### src/rtl/fma_pkg.sv
// Shared definitions for the FMA datapath: rounding-mode encoding and
// half-precision default format parameters.
package fma_pkg;

  typedef enum logic [2:0] {
    RM_RNE = 3'd0,
    RM_RZ  = 3'd1,
    RM_RDN = 3'd2,
    RM_RUP = 3'd3,
    RM_RNA = 3'd4
  } rm_t;

  localparam int FMA_NF   = 10;
  localparam int FMA_NM   = 36;
  localparam int FMA_EW   = 7;
  localparam int FMA_EMAX = 31;

  // Map a raw 3-bit mode code to rm_t; unused codes 5..7 behave as RNE.
  function automatic rm_t rm_decode(input logic [2:0] code);
    rm_t rm;
    case (code)
      3'd1:    rm = RM_RZ;
      3'd2:    rm = RM_RDN;
      3'd3:    rm = RM_RUP;
      3'd4:    rm = RM_RNA;
      default: rm = RM_RNE;
    endcase
    return rm;
  endfunction

endpackage

### src/rtl/round_decide.sv
// Combinational rounding decision: whether to increment the fraction and
// whether an overflow saturates to infinity (1) or to max finite (0).
module round_decide
  import fma_pkg::*;
(
  input  logic [2:0] rm_i,
  input  logic       sign_i,
  input  logic       lsb_i,
  input  logic       guard_i,
  input  logic       sticky_i,
  output logic       incr_o,
  output logic       ovf_inf_o
);

  rm_t rm_s;
  assign rm_s = rm_decode(rm_i);

  // Per-mode increment and overflow-result selection
  always_comb begin
    incr_o    = 1'b0;
    ovf_inf_o = 1'b1;
    case (rm_s)
      RM_RZ: begin
        incr_o    = 1'b0;
        ovf_inf_o = 1'b0;
      end
      RM_RDN: begin
        incr_o    = sign_i & (guard_i | sticky_i);
        ovf_inf_o = sign_i;
      end
      RM_RUP: begin
        incr_o    = ~sign_i & (guard_i | sticky_i);
        ovf_inf_o = ~sign_i;
      end
      RM_RNA: begin
        incr_o    = guard_i;
        ovf_inf_o = 1'b1;
      end
      default: begin
        incr_o    = guard_i & (lsb_i | sticky_i);
        ovf_inf_o = 1'b1;
      end
    endcase
  end

endmodule

### src/rtl/round_pipe.sv
// Two-stage valid/ready floating-point rounder.
// Stage 1 extracts L/G/S and decides the increment; stage 2 adds it,
// propagates carry into the exponent and saturates on overflow.
// Optional feature macro: ROUND_FLAGS_EN adds out_flags = {overflow, inexact}.
module round_pipe
  import fma_pkg::*;
#(
  parameter int NF   = FMA_NF,
  parameter int NM   = FMA_NM,
  parameter int EW   = FMA_EW,
  parameter int EMAX = FMA_EMAX
) (
  input  logic          clk,
  input  logic          reset,
  input  logic          in_valid,
  output logic          in_ready,
  input  logic          in_sign,
  input  logic [NM-1:0] in_mnorm,
  input  logic [EW-1:0] in_exp,
  input  logic [2:0]    in_rm,
  output logic          out_valid,
  input  logic          out_ready,
  output logic          out_sign,
  output logic [NF-1:0] out_frac,
  output logic [EW-1:0] out_exp
`ifdef ROUND_FLAGS_EN
  ,
  output logic [1:0]    out_flags
`endif
);

  localparam int            EMAX_M1_INT = EMAX - 1;
  localparam logic [EW:0]   EMAX_W      = EMAX[EW:0];
  localparam logic [EW-1:0] EMAX_E      = EMAX[EW-1:0];
  localparam logic [EW-1:0] EMAX_M1     = EMAX_M1_INT[EW-1:0];

  // Global advance: whole pipe moves unless the output is held.
  logic adv_s;
  assign adv_s    = ~out_valid | out_ready;
  assign in_ready = adv_s;

  // Stage 1 field extraction and decision
  logic [NF-1:0] frac_s;
  logic          guard_s;
  logic          sticky_s;
  logic          incr_s;
  logic          inf_sel_s;

  assign frac_s   = in_mnorm[NM-2 -: NF];
  assign guard_s  = in_mnorm[NM-2-NF];
  assign sticky_s = |in_mnorm[NM-3-NF:0];

  round_decide u_decide (
    .rm_i      (in_rm),
    .sign_i    (in_sign),
    .lsb_i     (frac_s[0]),
    .guard_i   (guard_s),
    .sticky_i  (sticky_s),
    .incr_o    (incr_s),
    .ovf_inf_o (inf_sel_s)
  );

  // Stage 1 registers
  logic          s1_valid_q, s1_valid_d;
  logic          s1_sign_q,  s1_sign_d;
  logic [NF-1:0] s1_frac_q,  s1_frac_d;
  logic [EW-1:0] s1_exp_q,   s1_exp_d;
  logic          s1_incr_q,  s1_incr_d;
  logic          s1_inf_q,   s1_inf_d;
`ifdef ROUND_FLAGS_EN
  logic          s1_inx_q,   s1_inx_d;
`endif

  // Stage 2 (output) registers
  logic          s2_valid_q, s2_valid_d;
  logic          s2_sign_q,  s2_sign_d;
  logic [NF-1:0] s2_frac_q,  s2_frac_d;
  logic [EW-1:0] s2_exp_q,   s2_exp_d;
`ifdef ROUND_FLAGS_EN
  logic [1:0]    s2_flags_q, s2_flags_d;
`endif

  // Stage 1 next state: capture the input slot (bubble or beat) on advance
  always_comb begin
    s1_valid_d = s1_valid_q;
    s1_sign_d  = s1_sign_q;
    s1_frac_d  = s1_frac_q;
    s1_exp_d   = s1_exp_q;
    s1_incr_d  = s1_incr_q;
    s1_inf_d   = s1_inf_q;
`ifdef ROUND_FLAGS_EN
    s1_inx_d   = s1_inx_q;
`endif
    if (adv_s) begin
      s1_valid_d = in_valid;
      s1_sign_d  = in_sign;
      s1_frac_d  = frac_s;
      s1_exp_d   = in_exp;
      s1_incr_d  = incr_s;
      s1_inf_d   = inf_sel_s;
`ifdef ROUND_FLAGS_EN
      s1_inx_d   = guard_s | sticky_s;
`endif
    end else begin
      s1_valid_d = s1_valid_q;
    end
  end

  // Stage 2 datapath: increment, carry into exponent, overflow saturation
  logic [NF:0]   sum_s;
  logic [EW:0]   exp_wide_s;
  logic          ovf_s;
  logic [NF-1:0] rnd_frac_s;
  logic [EW-1:0] rnd_exp_s;

  assign sum_s      = {1'b0, s1_frac_q} + {{NF{1'b0}}, s1_incr_q};
  assign exp_wide_s = {1'b0, s1_exp_q} + {{EW{1'b0}}, sum_s[NF]};
  assign ovf_s      = (exp_wide_s >= EMAX_W);

  // Select rounded result or the mode-dependent saturation value
  always_comb begin
    rnd_frac_s = sum_s[NF-1:0];
    rnd_exp_s  = exp_wide_s[EW-1:0];
    if (ovf_s) begin
      if (s1_inf_q) begin
        rnd_frac_s = '0;
        rnd_exp_s  = EMAX_E;
      end else begin
        rnd_frac_s = '1;
        rnd_exp_s  = EMAX_M1;
      end
    end else begin
      rnd_frac_s = sum_s[NF-1:0];
      rnd_exp_s  = exp_wide_s[EW-1:0];
    end
  end

  // Stage 2 next state: capture stage 1 result on advance, else hold
  always_comb begin
    s2_valid_d = s2_valid_q;
    s2_sign_d  = s2_sign_q;
    s2_frac_d  = s2_frac_q;
    s2_exp_d   = s2_exp_q;
`ifdef ROUND_FLAGS_EN
    s2_flags_d = s2_flags_q;
`endif
    if (adv_s) begin
      s2_valid_d = s1_valid_q;
      s2_sign_d  = s1_sign_q;
      s2_frac_d  = rnd_frac_s;
      s2_exp_d   = rnd_exp_s;
`ifdef ROUND_FLAGS_EN
      s2_flags_d = {ovf_s, s1_inx_q | ovf_s};
`endif
    end else begin
      s2_valid_d = s2_valid_q;
    end
  end

  // Pipeline registers with synchronous reset of valid and data
  always_ff @(posedge clk) begin
    if (reset) begin
      s1_valid_q <= 1'b0;
      s1_sign_q  <= 1'b0;
      s1_frac_q  <= '0;
      s1_exp_q   <= '0;
      s1_incr_q  <= 1'b0;
      s1_inf_q   <= 1'b0;
      s2_valid_q <= 1'b0;
      s2_sign_q  <= 1'b0;
      s2_frac_q  <= '0;
      s2_exp_q   <= '0;
`ifdef ROUND_FLAGS_EN
      s1_inx_q   <= 1'b0;
      s2_flags_q <= 2'b00;
`endif
    end else begin
      s1_valid_q <= s1_valid_d;
      s1_sign_q  <= s1_sign_d;
      s1_frac_q  <= s1_frac_d;
      s1_exp_q   <= s1_exp_d;
      s1_incr_q  <= s1_incr_d;
      s1_inf_q   <= s1_inf_d;
      s2_valid_q <= s2_valid_d;
      s2_sign_q  <= s2_sign_d;
      s2_frac_q  <= s2_frac_d;
      s2_exp_q   <= s2_exp_d;
`ifdef ROUND_FLAGS_EN
      s1_inx_q   <= s1_inx_d;
      s2_flags_q <= s2_flags_d;
`endif
    end
  end

  assign out_valid = s2_valid_q;
  assign out_sign  = s2_sign_q;
  assign out_frac  = s2_frac_q;
  assign out_exp   = s2_exp_q;
`ifdef ROUND_FLAGS_EN
  assign out_flags = s2_flags_q;
`endif

endmodule

### config.mk
export PLATFORM = sky130hd
export DESIGN_NAME = round_pipe
export DESIGN_NICKNAME = d
export VERILOG_FILES = /design/src/rtl/fma_pkg.sv /design/src/rtl/round_decide.sv /design/src/rtl/round_pipe.sv
export SDC_FILE = /design/constraint.sdc
export NUM_CORES = 1
export LEC_CHECK = 0
export BUFFER_PORTS_ARGS = -buffer_cell sky130_fd_sc_hd__clkbuf_2
export CORE_AREA = 10 10 72 74
export CTS_CLUSTER_DIAMETER = 40
export DETAILED_ROUTE_END_ITERATION = 12
export DIE_AREA = 0 0 82 84
export PLACE_DENSITY = 0.86
export SYNTH_ARGS = -nofsm -noshare
export SYNTH_HDL_FRONTEND = slang
export SYNTH_SLANG_ARGS = --single-unit
export TNS_END_PERCENT = 5
### constraint.sdc
create_clock -name clk -period 4.2 [get_ports clk]
set_input_delay 0.84 -clock clk [delete_from_list [all_inputs] [get_ports clk]]
set_output_delay 0.84 -clock clk [all_outputs]
set_load 0.005 [all_outputs]
Yosys cells after proc, flatten, opt, wreduce, memory -nomap -nowiden
Index checks and enable logic that the tools add are counted.
{"block": "totals", "elab_cells": 37, "out_inout_bits": 20, "reg_bits": 40, "input_bits": 51}
{"block": "op_classes", "magnitude_cmp": 1, "bitwise": 8, "reduce_logical": 1, "mux": 7, "addsub": 2, "n_eq_ne": 8}
{"op": "24-bit OR reduction", "count": 1}
{"op": "10-bit two-way mux", "count": 2}
{"op": "3-bit by 2-bit equality test with 1-bit output (second input constant)", "count": 4}
{"op": "3-bit one-hot mux with 4 select lines", "count": 1}
{"op": "10-bit by 1-bit adder with 11-bit output", "count": 1}
{"op": "7-bit by 1-bit adder with 8-bit output", "count": 1}
{"op": "8-bit by 5-bit >= comparator with 1-bit output (second input constant)", "count": 1}
{"op": "7-bit two-way mux", "count": 1}
{"op": "3-bit by 1-bit equality test with 1-bit output (second input constant)", "count": 2}
{"op": "3-bit equality test (second input constant)", "count": 2}
{"op": "1-bit one-hot mux with 4 select lines", "count": 1}
{"op": "1-bit bitwise AND", "count": 3}
{"op": "1-bit OR", "count": 3}
{"op": "1-bit one-hot mux with 3 select lines", "count": 1}
{"op": "1-bit inverter", "count": 2}
{"op": "1-bit two-way mux", "count": 1}

Depth between registers and ports, before layout
{"block": "logic_depth", "depth_word": 4, "mapped_depth": 11, "depth_no_buf": 10}

Cells and area by module
From an unflattened synthesis, not the netlist that was laid out.
{"block": "hier_totals", "hier_cells": 234, "area_unflattened_um2": 1926.8}
{"mod": "round_pipe", "seq_area_each_um2": 800.8, "instances": 1, "cells_each": 219, "area_per_inst_um2": 1828.0}
{"mod": "round_decide", "seq_area_each_um2": 0.0, "instances": 1, "cells_each": 15, "area_per_inst_um2": 98.8}

Worst setup path after synthesis
No wires, ideal clock.
{"block": "synth_path", "kind": "flip-flop to flip-flop", "start": "register s1_frac_q[0]", "end": "register s2_exp_q[1], in the netlist out_exp[1]", "n_path_buf": 1, "path_stages_with_launch": 12, "setup_time_ns": 0.132, "arrival_ns": 2.585, "period_less_slack_ns": 2.717, "required_ns": 4.068, "slack_ns": 1.483, "path_cell_list": "dfxtp_1 -> ha_1 -> ha_1 -> nand2_1 -> nor4_1 -> ha_1 -> nand4_2 -> or4b_4 -> o211a_2 -> clkbuf_1 -> nor3_1 -> nor3_1"}
{"block": "synth_between", "elab_chain_len": 4}
{"item": "start: declaration", "line_no": "round_pipe.sv:66", "text": "logic [NF-1:0] s1_frac_q, s1_frac_d;"}
{"item": "start signal: assignment", "line_no": "round_pipe.sv:180", "text": "s1_frac_q <= s1_frac_d;"}
{"item": "10-bit by 1-bit adder with 11-bit output *", "line_no": "round_pipe.sv:116", "text": "assign sum_s = {1'b0, s1_frac_q} + {{NF{1'b0}}, s1_incr_q};"}
{"item": "7-bit by 1-bit adder with 8-bit output *", "line_no": "round_pipe.sv:117", "text": "assign exp_wide_s = {1'b0, s1_exp_q} + {{EW{1'b0}}, sum_s[NF]};"}
{"item": "8-bit by 5-bit >= comparator with 1-bit output", "line_no": "round_pipe.sv:118", "text": "assign ovf_s = (exp_wide_s >= EMAX_W);"}
{"item": "7-bit two-way mux *", "line_no": "round_pipe.sv:124", "text": "if (ovf_s) begin"}
{"item": "end signal: assignment", "line_no": "round_pipe.sv:187", "text": "s2_exp_q <= s2_exp_d;"}
{"item": "end: declaration", "line_no": "round_pipe.sv:78", "text": "logic [EW-1:0] s2_exp_q, s2_exp_d;"}
Mark *: on every way between the ends. The rest lies on a longest branch, timed or not.
A chain may end at the register's enable or synchronous reset.

Worst setup path after layout
{"block": "layout_path", "start": "register s1_incr_q", "end": "register s2_frac_q[3], in the netlist out_frac[3]"}
{"block": "layout_between", "elab_chain_len": 4}
{"item": "start: declaration", "line_no": "round_pipe.sv:68", "text": "logic s1_incr_q, s1_incr_d;"}
{"item": "start signal: assignment", "line_no": "round_pipe.sv:182", "text": "s1_incr_q <= s1_incr_d;"}
{"item": "10-bit by 1-bit adder with 11-bit output *", "line_no": "round_pipe.sv:116"}
{"item": "7-bit by 1-bit adder with 8-bit output", "line_no": "round_pipe.sv:117"}
{"item": "8-bit by 5-bit >= comparator with 1-bit output", "line_no": "round_pipe.sv:118"}
{"item": "10-bit two-way mux *", "line_no": "round_pipe.sv:124"}
{"item": "end signal: assignment", "line_no": "round_pipe.sv:186", "text": "s2_frac_q <= s2_frac_d;"}
{"item": "end: declaration", "line_no": "round_pipe.sv:77", "text": "logic [NF-1:0] s2_frac_q, s2_frac_d;"}
Marked as above.

==> flow_summary.toml <==
[synthesis]
yosysSeqAreaShare_pct = 42.6
synth_nets = 290
netlist_area_mm2 = 0.00188
yosysUniqueCellTypes = 36
yosys-top-cells-area = "dfxtp_1 (43%), nand2_1 (9.4%), a21oi_1 (6.1%)"
syn_area_per_cell_um2 = 7.99
synthFlopType = "dfxtp_1"
synth-seq-cells = 40
ys_warn_count = 0
yosys.cell_count.top_type = "nand2_1"
yosysTopAreaCellShare_pct = 42.6
synthTopCellsByCount = "nand2_1 (47), dfxtp_1 (40), a21oi_1 (23)"
synth_edf_count = 0
synth_top_area_cell = "dfxtp_1"
synthArstFlopShare_pct = 0
synth_cells = 235

[timing]
hold_viol_final = 0
worstMarginPinSlew_ns = 0.773
finalSetupViolCount = 0
slew_violations = 0
max_freq_mhz = 315
period_minus_slack_ns = 3.17
rsz0062_at_grt = "no"
relSlewSlack_pct = 48.5
timing.final.crit_share_pct = 75.5
fin_tns_setup_ns = 0
skew_ns = 0.00621

[worst_setup_path]
crit_chain = "ha_1, ha_1, nand2_1, nor4_1, ha_1, nand4_2, or4b_4, o211a_2, a211o_4, o21ai_1"
reg2regPathDepth = 10
crit_fanout = 15
reg2reg_from = "s1_incr_q"
cp-start-kind = "register"
cp_slowest_stage_delay_ns = 0.54
r2r_setup_slack_ns = 1.03
crit_type = "register to register"
arrival_ns = 3.39
rr_endpoint = "out_frac[3]"
worst_path_most_repeated_cell = "ha_1"
cpMaxStageDelayCell = "or4b_4"
crit_required_ns = 4.42
end_kind = "register"

[route]
wl_per_cell_um = 14.1
antenna_left = 0
wl_met3_um = 478
drtIter0Drc = 235
drcViolationCount = 0
met1Wirelength_um = 2030
drt-pass1-iter-count = 4
via_per_inst = 5.24
top_layer = "met4"
routed_wl_um = 4910
wl_met2_um = 2350
num_vias = 1830

[clocking]
ctsResizeCount = 0
insertion_delay_ns = 0.29
cts-root-buf = "clkbuf_8"
cts_max_level = 2
cts_buffers = 5
hold_buffers = 0
clk_pin_slew_ns = 0.08
clockBufferDepth = 2
cts_setup_buffers = 0
cts_tree = "done"
cts.sink_count = 40

[placement]
port_buffers = 69
dpl.cell_count = 341
routabilityCongestion = 0.785
dp.final_hpwl_um = 3680

[global_route]
grt_pass1_vias = 1867
grt.total_usage_pct = 14.5
grt_max_degree = 43
grt_overflow = 0
grt_pass1_wl_um = 8270
antenna_found_initial = 0

[flow_run]
maxCapViolCount = 0

[power]
ir_drop_mv = 0.222
power_density_mw_per_mm2 = 362
p_leak_uw = 0.00108

[layout]
antenna_cells = 0
drive_gt1_share_pct = 28.4
nets = 353
area_growth_pct = 25.0
regArea_um2 = 801
stdcell_count = 349
fillers = 363
multi_input_area_mm2 = 0.00100

[hold_path]
min_to = "s1_valid_q"
hold_start = "s1_valid_q"
hold_path_class = "register to register"
min_path_cells = 2

[die]
io_pins = 71
design.die.area_mm2 = 0.00689
die_h_um = 84
start_util_pct = 48.7
fp.dieW_um = 82
core_area_mm2 = 0.00386
num_rows = 23

[run_status]
outcome = "completed"
## cell usage in the layout (no fill, tap or decap), types with 2 or more instances in the layout
| cell type | n |
|---|---|
| xor2_1 | 4 |
| a21o_1 | 3 |
| buf_4 | 2 |
| nor2_1 | 19 |
| or2_2 | 2 |
| ha_1 | 4 |
| clkbuf_8 | 5 |
| a21oi_1 | 23 |
| nand2_1 | 47 |
| nor4_1 | 9 |
| dfxtp_1 | 40 |
| nor3_1 | 12 |
| nand3b_1 | 9 |
| nor3b_1 | 4 |
| inv_1 | 3 |
| nand3_1 | 6 |
| o21ai_1 | 8 |
| xnor2_1 | 6 |
| nand4b_1 | 3 |
| nand4_1 | 2 |
| clkbuf_2 | 69 |
## final cells by class
| type | instances | share of cell area [%] |
|---|---|---|
| clock buffer | 6 | 3.09 |
| tap | 50 | 2.67 |
| multi-input combinational | 177 | 42.8 |
| timing repair buffer | 71 | 15.4 |
| sequential | 40 | 34.1 |
| inverter | 3 | 0.480 |
| clock inverter | 2 | 1.49 |
## stage by stage
stage	util [%]	cell area (µm²)	power, µW	setup WS (ns)	hold WS (ns)
CTS	60.9	2350	854	1.01	0.456
global route	60.9	2350	890	0.776	0.486
finish	60.9	2350	849	1.03	0.453
global placement	58.1	2240	551	1.17	0.440
detailed placement	58.1	2240	555	1.08	0.444
floorplan	-	1880	501	1.48	0.432
## logic make-up after synthesis
family                   synth area share (%)
AO/OA/AOI/OAI                            14.2
XOR/XNOR                                 4.66
multiplexers                            0.533
adder cells (fa/ha/maj)                  2.66
flip-flops                               42.6
buffers and inverters                    4.00
AND/OR/NAND/NOR                          31.3
## per-layer routing
layer / vias up / global-route usage, %
met1: 819 / 16.3
met5: - / 0
met2: 65 / 23.4
met4: 0 / 4.33
met3: 4 / 6.79
li1: 942 / -
## registers in the layout, summed over array words and instances, names as in the netlist
name        cells
out_sign        1
out_exp         7
s1_incr_q       1
s1_frac_q      10
out_frac       10
s1_valid_q      1
out_valid       1
s1_sign_q       1
s1_exp_q        7
s1_inf_q        1
## worst max path at each step
stage,from,endpoint,cells past startpoint
2_1_floorplan,s1_frac_q[0],out_exp[1],11
3_3_place_gp,s1_incr_q,out_frac[2],10
3_5_place_dp,s1_incr_q,out_frac[3],10
4_1_cts,s1_incr_q,out_frac[3],10
5_1_grt,s1_incr_q,out_frac[6],10
6_report,s1_incr_q,out_frac[3],10
## where the power goes
part	total, µW	leakage [µW]	internal [µW]	switching (µW)
Clock	303	0.0000552	176	127
Sequential	428	0.000332	407	21.2
Combinational	118	0.000689	59.1	59.2
Total	849	0.00108	642	207
## worst max-delay path, delay by kind of cell (launching register included)
| kind | cells | cell delay, ns |
|---|---|---|
| and+or+nand+nor | 4 | 1.27 |
| AOI/OAI and AO/OA | 3 | 0.78 |
| DFF | 1 | 0.34 |
| adders and majority gates | 3 | 0.71 |
Note: power is estimated with default switching activity, not from simulation.
